==> src/rtl/muldiv_pkg.sv <==
`default_nettype none
// ============================================================================
// Module      : muldiv_pkg
// Description : Shared constants for the iterative multiply/divide unit:
//               ALU-decoder operation codes, FSM state encoding, datapath width.
// Revision    : 1.0 - initial release
// ============================================================================
package muldiv_pkg;

    localparam int XLEN = 32;

    // alucontrol codes handled by the multiply/divide unit
    localparam logic [5:0] OP_MULT  = 6'h18;
    localparam logic [5:0] OP_MULTU = 6'h19;
    localparam logic [5:0] OP_DIV   = 6'h1a;
    localparam logic [5:0] OP_DIVU  = 6'h1b;
    localparam logic [5:0] OP_MTHI  = 6'h11;
    localparam logic [5:0] OP_MTLO  = 6'h13;

    // FSM state encoding
    localparam logic [1:0] IDLE = 2'b00;
    localparam logic [1:0] RUN  = 2'b01;
    localparam logic [1:0] FIX  = 2'b10;

endpackage
`default_nettype wire

==> src/rtl/muldiv_signfix.sv <==
`default_nettype none
// ============================================================================
// Module      : muldiv_signfix
// Description : Conditional two's-complement negation. Driving i_neg with the
//               operand sign bit yields the absolute value; driving it with a
//               result-sign flag restores the signed result.
// Revision    : 1.0 - initial release
// ============================================================================
module muldiv_signfix #(
    parameter int WIDTH = 32
) (
    input  logic [WIDTH-1:0] i_din,
    input  logic             i_neg,
    output logic [WIDTH-1:0] o_dout
);

    localparam logic [WIDTH-1:0] c_one = {{(WIDTH-1){1'b0}}, 1'b1};

    assign o_dout = i_neg ? ((~i_din) + c_one) : i_din;

endmodule
`default_nettype wire

==> src/rtl/muldiv_unit.sv <==
`default_nettype none
// ============================================================================
// Module      : muldiv_unit
// Description : Iterative radix-2 multiply/divide unit for the EX stage.
//               mult/multu/div/divu run for XLEN steps plus a sign-fix cycle
//               and update HI/LO atomically; mthi/mtlo write in one cycle.
//               Optional macro MULDIV_EARLY_OUT_EN: multiplies stop iterating
//               once the remaining multiplier bits are all zero.
// Revision    : 1.0 - initial release
// ============================================================================
module muldiv_unit #(
    parameter int XLEN  = 32,
    parameter int CNT_W = 6
) (
    input  logic            clk,
    input  logic            reset_n,
    input  logic            start,
    input  logic [5:0]      alucontrol,
    input  logic [XLEN-1:0] srca,
    input  logic [XLEN-1:0] srcb,
    input  logic            flush,
    output logic            busy,
    output logic            done,
    output logic [XLEN-1:0] hi,
    output logic [XLEN-1:0] lo
);
    import muldiv_pkg::*;

    localparam logic [CNT_W-1:0] c_last = CNT_W'(XLEN - 1);
    localparam logic [CNT_W-1:0] c_one  = CNT_W'(1);

    logic [1:0]        r_state;
    logic [CNT_W-1:0]  r_cnt;
    logic [2*XLEN-1:0] r_acc;      // product accumulator, or {remainder, quotient}
    logic [2*XLEN-1:0] r_mcand;    // multiplicand, shifted left each step
    logic [XLEN-1:0]   r_opb;      // multiplier (shifted right) or divisor
    logic              r_is_div;
    logic              r_neg_res;  // product/quotient sign
    logic              r_neg_rem;  // remainder sign (dividend sign)

    logic              w_is_mul;
    logic              w_is_div;
    logic              w_signed;
    logic              w_div_zero;
    logic              w_a_neg;
    logic              w_b_neg;
    logic              w_idle_cmd;
    logic [XLEN-1:0]   w_abs_a;
    logic [XLEN-1:0]   w_abs_b;
    logic [2*XLEN-1:0] w_mul_next;
    logic [2*XLEN:0]   w_div_shift;
    logic [XLEN:0]     w_div_diff;
    logic [2*XLEN-1:0] w_div_next;
    logic [2*XLEN-1:0] w_prod_fix;
    logic [XLEN-1:0]   w_quot_fix;
    logic [XLEN-1:0]   w_rem_fix;

    assign w_is_mul   = (alucontrol == OP_MULT) || (alucontrol == OP_MULTU);
    assign w_is_div   = (alucontrol == OP_DIV)  || (alucontrol == OP_DIVU);
    assign w_signed   = (alucontrol == OP_MULT) || (alucontrol == OP_DIV);
    assign w_div_zero = w_is_div && (srcb == '0);
    // A zero divisor runs as unsigned on the raw dividend: restoring division by
    // zero then naturally yields quotient all-ones and remainder = dividend.
    assign w_a_neg    = w_signed && srca[XLEN-1] && !w_div_zero;
    assign w_b_neg    = w_signed && srcb[XLEN-1];
    assign w_idle_cmd = (r_state == IDLE) && start && !flush;

    assign busy = (r_state != IDLE);

    muldiv_signfix #(.WIDTH(XLEN)) u_abs_a (
        .i_din  (srca),
        .i_neg  (w_a_neg),
        .o_dout (w_abs_a)
    );

    muldiv_signfix #(.WIDTH(XLEN)) u_abs_b (
        .i_din  (srcb),
        .i_neg  (w_b_neg),
        .o_dout (w_abs_b)
    );

    muldiv_signfix #(.WIDTH(2*XLEN)) u_fix_prod (
        .i_din  (r_acc),
        .i_neg  (r_neg_res),
        .o_dout (w_prod_fix)
    );

    muldiv_signfix #(.WIDTH(XLEN)) u_fix_quot (
        .i_din  (r_acc[XLEN-1:0]),
        .i_neg  (r_neg_res),
        .o_dout (w_quot_fix)
    );

    muldiv_signfix #(.WIDTH(XLEN)) u_fix_rem (
        .i_din  (r_acc[2*XLEN-1:XLEN]),
        .i_neg  (r_neg_rem),
        .o_dout (w_rem_fix)
    );

    // One iteration step: shift-add for multiply, restoring shift-subtract for divide
    assign w_mul_next  = r_opb[0] ? (r_acc + r_mcand) : r_acc;
    assign w_div_shift = {r_acc, 1'b0};
    assign w_div_diff  = w_div_shift[2*XLEN:XLEN] - {1'b0, r_opb};
    assign w_div_next  = w_div_diff[XLEN] ? w_div_shift[2*XLEN-1:0]
                                          : {w_div_diff[XLEN-1:0], w_div_shift[XLEN-1:1], 1'b1};

    // Control FSM, iteration counter and datapath registers
    always_ff @(posedge clk) begin
        if (!reset_n) begin
            r_state   <= IDLE;
            r_cnt     <= '0;
            r_acc     <= '0;
            r_mcand   <= '0;
            r_opb     <= '0;
            r_is_div  <= 1'b0;
            r_neg_res <= 1'b0;
            r_neg_rem <= 1'b0;
        end else begin
            case (r_state)
                IDLE: begin
                    if (w_idle_cmd && (w_is_mul || w_is_div)) begin
                        r_is_div  <= w_is_div;
                        r_neg_res <= w_a_neg ^ w_b_neg;
                        r_neg_rem <= w_a_neg;
                        r_opb     <= w_abs_b;
                        r_cnt     <= '0;
                        r_state   <= RUN;
                        if (w_is_div) begin
                            r_acc   <= {{XLEN{1'b0}}, w_abs_a};
                            r_mcand <= '0;
                        end else begin
                            r_acc   <= '0;
                            r_mcand <= {{XLEN{1'b0}}, w_abs_a};
`ifdef MULDIV_EARLY_OUT_EN
                            if (w_abs_b == '0) begin
                                r_state <= FIX;
                            end
`endif
                        end
                    end
                end
                RUN: begin
                    if (flush) begin
                        r_state <= IDLE;
                    end else begin
                        r_cnt <= r_cnt + c_one;
                        if (r_is_div) begin
                            r_acc <= w_div_next;
                        end else begin
                            r_acc   <= w_mul_next;
                            r_mcand <= {r_mcand[2*XLEN-2:0], 1'b0};
                            r_opb   <= {1'b0, r_opb[XLEN-1:1]};
                        end
                        if (r_cnt == c_last) begin
                            r_state <= FIX;
                        end
`ifdef MULDIV_EARLY_OUT_EN
                        else if (!r_is_div && (r_opb[XLEN-1:1] == '0)) begin
                            r_state <= FIX;
                        end
`endif
                    end
                end
                FIX: begin
                    r_state <= IDLE;
                end
                default: begin
                    r_state <= IDLE;
                end
            endcase
        end
    end

    // Architectural HI/LO and the done pulse; results land whole from FIX only
    always_ff @(posedge clk) begin
        if (!reset_n) begin
            hi   <= '0;
            lo   <= '0;
            done <= 1'b0;
        end else begin
            done <= 1'b0;
            if ((r_state == FIX) && !flush) begin
                done <= 1'b1;
                if (r_is_div) begin
                    hi <= w_rem_fix;
                    lo <= w_quot_fix;
                end else begin
                    {hi, lo} <= w_prod_fix;
                end
            end else if (w_idle_cmd) begin
                if (alucontrol == OP_MTHI) begin
                    hi <= srca;
                end
                if (alucontrol == OP_MTLO) begin
                    lo <= srca;
                end
            end
        end
    end

endmodule
`default_nettype wire

==> config.mk <==
export PLATFORM = sky130hd
export DESIGN_NAME = muldiv_unit
export DESIGN_NICKNAME = d
export VERILOG_FILES = /design/src/rtl/muldiv_pkg.sv /design/src/rtl/muldiv_signfix.sv /design/src/rtl/muldiv_unit.sv
export SDC_FILE = /design/constraint.sdc
export NUM_CORES = 1
export LEC_CHECK = 0
export BUFFER_PORTS_ARGS = -buffer_cell sky130_fd_sc_hd__buf_2
export CAP_MARGIN = 25
export CELL_PAD_IN_SITES_DETAIL_PLACEMENT = 1
export CELL_PAD_IN_SITES_GLOBAL_PLACEMENT = 2
export CORE_MARGIN = 4
export CORE_UTILIZATION = 40
export CTS_BUF_LIST = sky130_fd_sc_hd__clkbuf_4 sky130_fd_sc_hd__clkbuf_8
export DETAILED_ROUTE_END_ITERATION = 6
export PLACE_DENSITY_LB_ADDON = 0.2
export RECOVER_POWER = 25
export SETUP_SLACK_MARGIN = 0.2
export SYNTH_ARGS = -nofsm -noshare
export SYNTH_HDL_FRONTEND = slang
export SYNTH_SLANG_ARGS = --single-unit
==> constraint.sdc <==
create_clock -name clk -period 8.4 [get_ports clk]
set_input_delay 2.52 -clock clk [delete_from_list [all_inputs] [get_ports clk]]
set_output_delay 2.52 -clock clk [all_outputs]
set_load 0.02 [all_outputs]
==> impl_summary.md <==
Hold path
The kind of path behind the tightest hold check is flip-flop to flip-flop. The startpoint of the tightest hold check path is r_cnt[5]$_SDFFE_PN0P_. The endpoint of the worst hold path is r_state[1]$_SDFFE_PN0P_. Counting instances, the worst hold path has a depth of 1.

STA
At the pin with the least slew margin, the transition time is 3.75 ns. The setup slack after layout is 2.48 ns. The minimum clock period after layout is 5.92 ns.

The final total negative setup slack is 0 ns. Setup repair after global routing left no endpoint under its margin. The worst relative slew slack is -150%.

The number of endpoints with negative hold slack in the final report is 0. The final max-slew violation count came to 159. The final clock period utilization by the worst path is 70.5%.

Between clock sinks in the finished design, the worst skew comes to 0.0449 ns. The final number of setup-violating endpoints is 0. Static timing analysis puts the maximum clock frequency at 0.169 GHz.

Power
The overall power of the completed layout is 2690 uW. Of the total power, the clock network draws 46.6%. In this run, the combinational gates consume 11.1% of the power. Across the VDD grid, the largest voltage drop is 0.000111 V. The standby leakage power is 0.00871 uW. The internal power is 1900 uW. In this run the power density over the cells is 129 nW/um^2. The switching component of the power is 792 uW. The fraction of power spent switching nets is 29.4%. The portion of total power attributed to sequential cells is 42.3%.

Global route
The total congestion overflow after global routing is 0. In the global route stage, met2 resource usage came out at 57.2%. The number of global-route vias before repair was 20700. Global routing consumed, on the met1 layer, 36.3% of the routing resources. The global routing met3 resource utilization is 4.13%.

The largest net degree at the start of global routing is 159. The wire length of the first global-routing pass is 125 mm. The busiest layer in global routing is met2. Global routing used 31.4% of the available tracks across all layers. The initial antenna violation count came to 0.

Route
The vias after detailed routing is 20300. In the routed layout, each cell is associated on average with a via count of 6.21. The first detailed-routing pass took 5 iterations. The violation count after the first detailed-route iteration is 1399. The final routed DRC violation total is 0.

After detailed routing, the average wire length per cell comes to 25.1 microns. The antenna violation net count after detailed routing is 0. The total wire length after detailed routing is 82.2 mm.

Die
The floorplan has 79 rows. After floorplanning, the core was sized to cover 46700 sq um. The initial cell density of the core is 40.5%. The boundary pin count is 140. The die width is 225 microns. The die area is 50800 sq um. The die is 225 microns tall.

Finish
0 antenna diodes ended up in the layout. The finished cells cover 20800 sq um. The post-route netlist has 8.19% of its cells at a drive strength greater than 1.

In the final layout, the multi-input gates occupy 13300 sq um. The layout overhead on the synthesized area is 10.3%. Summing all flip-flop and latch instances after layout gives 4730 sq um. For this run, the post-layout net count is 2804. After filler insertion, the fill cell instance count of the layout stands at 5968.

Setup path
The startpoint identified for the worst register-to-register timing path is r_acc[32]$_SDFFE_PN0P_. The type of element capturing the critical path is a flip-flop. At the worst endpoint, the arrival time is 6.42 ns. The worst register-to-register path ends at r_acc[40]$_SDFFE_PN0P_. The signal on the critical path passes through buf_2 -> buf_4 -> clkinvlp_2 -> clkbuf_2 -> a311oi_1. Measured in cells, the most critical reg-to-reg path has a length of 13. The standard cell with the maximum stage delay on the critical path is clkbuf_2.

The endpoint required time on the critical path is 8.90 ns. The launching element type of the critical path is an input port. The worst stage delay on the critical path is 1.82 ns.

The critical path class is input port to flip-flop. The maximum fanout count along the critical path is 158. The startpoint of the worst setup timing path is reset_n. Setup slack on the worst reg-to-reg path comes out at 3.60 ns.

Placement
Summing all placed instances gives a cell area of 20000 sq um. The routability-driven placement congestion ratio is 0.934. At the placement stage, the worst setup path has a slack of 2.08 ns.

In this run the tool buffered the top-level ports with 139 buffer cells. The sum of net half-perimeters after detailed placement is 61.7 mm.

Clocking
The clock reaches the later pin of the worst-skew pair after 0.66 ns. TritonCTS built the clock tree. The number of buffers inserted by hold repair at cts is 0. The number of setup buffers added after CTS is 0. The number of resized instances in the post-cts repair step is 0.

The clock passes through at most 3 buffers. The number of sinks handled by clock tree synthesis is 236. The clock-pin slew on the worst setup and hold paths is 0.06 ns. The total number of H-tree levels is 2. The tree is rooted in a clkbuf_8. The number of CTS-inserted buffers is 47.

Run status
The final reports fail on capacitance limit, slew limit. The flow ran to the end, but the final reports show violations.

Synth
After synthesis, the mean cell area works out to 7.31 sq um. The synthesized design spends more area on one cell type than any other, namely dfxtp_1. For this run, the number of Yosys warnings is 0.

Sorting the synthesized cells by how often they occur yields nor2_1, a21oi_1, dfxtp_1. The flop and latch count out of synthesis is 236. The sequential fraction of the synthesis area is 25.0%.

The number of standard cells after synthesis is 2584. The share of async-settable or async-resettable flops after synthesis is 0%. The synthesized design contains 0 enable-type register cells. The most used flip-flop cell after synthesis is dfxtp_1. The synthesized design devotes to its leading area cell type 25.0% of total area. The count of unique library cells instantiated by Yosys is 75. Counting every net in the synthesized netlist gives 2760. Among all cell types in the netlist, the one instantiated most often is nor2_1.

In this run the cell area of the synthesized design comes to 18900 sq um. Ranked by total cell area, the synthesized netlist is headed by dfxtp_1, a21oi_1, nor2_1, ha_1, o21ai_0.

Flow run
The total of max-cap violations is 1.
## placed cells by master, fill, tap and decap left out, types with 59 or more instances in the layout
cell type and n:
xor2_1 97, o21ai_0 233, dfxtp_1 235, inv_1 73, mux2i_1 70, nor2_1 331
a211oi_1 98, buf_2 74, clkbuf_1 66, a22oi_1 59, a21oi_1 262, xnor2_1 99
nand2_1 202, ha_1 100
## metrics by stage
step,hold slack (ns),util [%],std cells
after global placement,0.463,42.7,3183
after floorplan,0.431,-,2584
after CTS,0.459,44.9,3267
after global routing,0.489,44.7,3268
final,0.441,44.7,3268
after detailed placement,0.469,42.8,3185
## cells by family after synthesis
family | count (synthesis) | synth area share, %
flops | 236 | 25.0
simple gates | 815 | 19.8
xor+xnor | 196 | 9.09
buf+inv | 244 | 4.94
fa+ha+maj | 102 | 6.84
compound gates | 912 | 30.1
mux | 79 | 4.25
## flip-flops by register name, summed over array words and instances, names as in the netlist
signal	cells
done	1
hi	32
lo	32
r_acc	64
r_cnt	6
r_is_div	1
r_mcand	64
r_neg_rem	1
r_neg_res	1
r_opb	32
r_state	2
## worst max-delay path: cells and delay by family
kind	cells	cell delay [ns]
compound gates	1	0.89
buf+inv	4	2.80
## worst max-delay path by stage
stage	slack, ns	depth (start not counted)	to
floorplan	3.18	11	r_mcand[9]$_SDFFE_PN0P_
global placement	2.14	10	r_mcand[9]$_SDFFE_PN0P_
detailed placement	2.08	10	r_mcand[13]$_SDFFE_PN0P_
CTS	2.75	10	r_mcand[13]$_SDFFE_PN0P_
global route	2.23	5	r_opb[0]$_SDFFE_PN0P_
finish	2.48	5	r_opb[0]$_SDFFE_PN0P_
## final cells by class
| class | count | area share (%) |
|---|---|---|
| Sequential cell | 236 | 22.7 |
| Clock inverter | 16 | 0.630 |
| Inverter | 74 | 1.34 |
| Multi-Input combinational cell | 2104 | 63.8 |
| Timing Repair Buffer | 165 | 3.95 |
| Clock buffer | 66 | 4.00 |
| Tap cell | 607 | 3.64 |
## power groups by stage
stage               Combinational [uW]  Sequential [uW]  Clock [uW]
floorplan                          174             1160           0
global placement                   289             1160           0
detailed placement                 295             1160           0
CTS                                296             1140        1280
global route                       320             1140        1330
finish                             299             1140        1250
## per-layer routing
layer,vias up,share of wire [%]
li1,9511,-
met1,10100,40
met2,544,51
met3,172,4.6
met4,0,5.1
met5,-,0
Note: power is estimated with default switching activity, not from simulation.
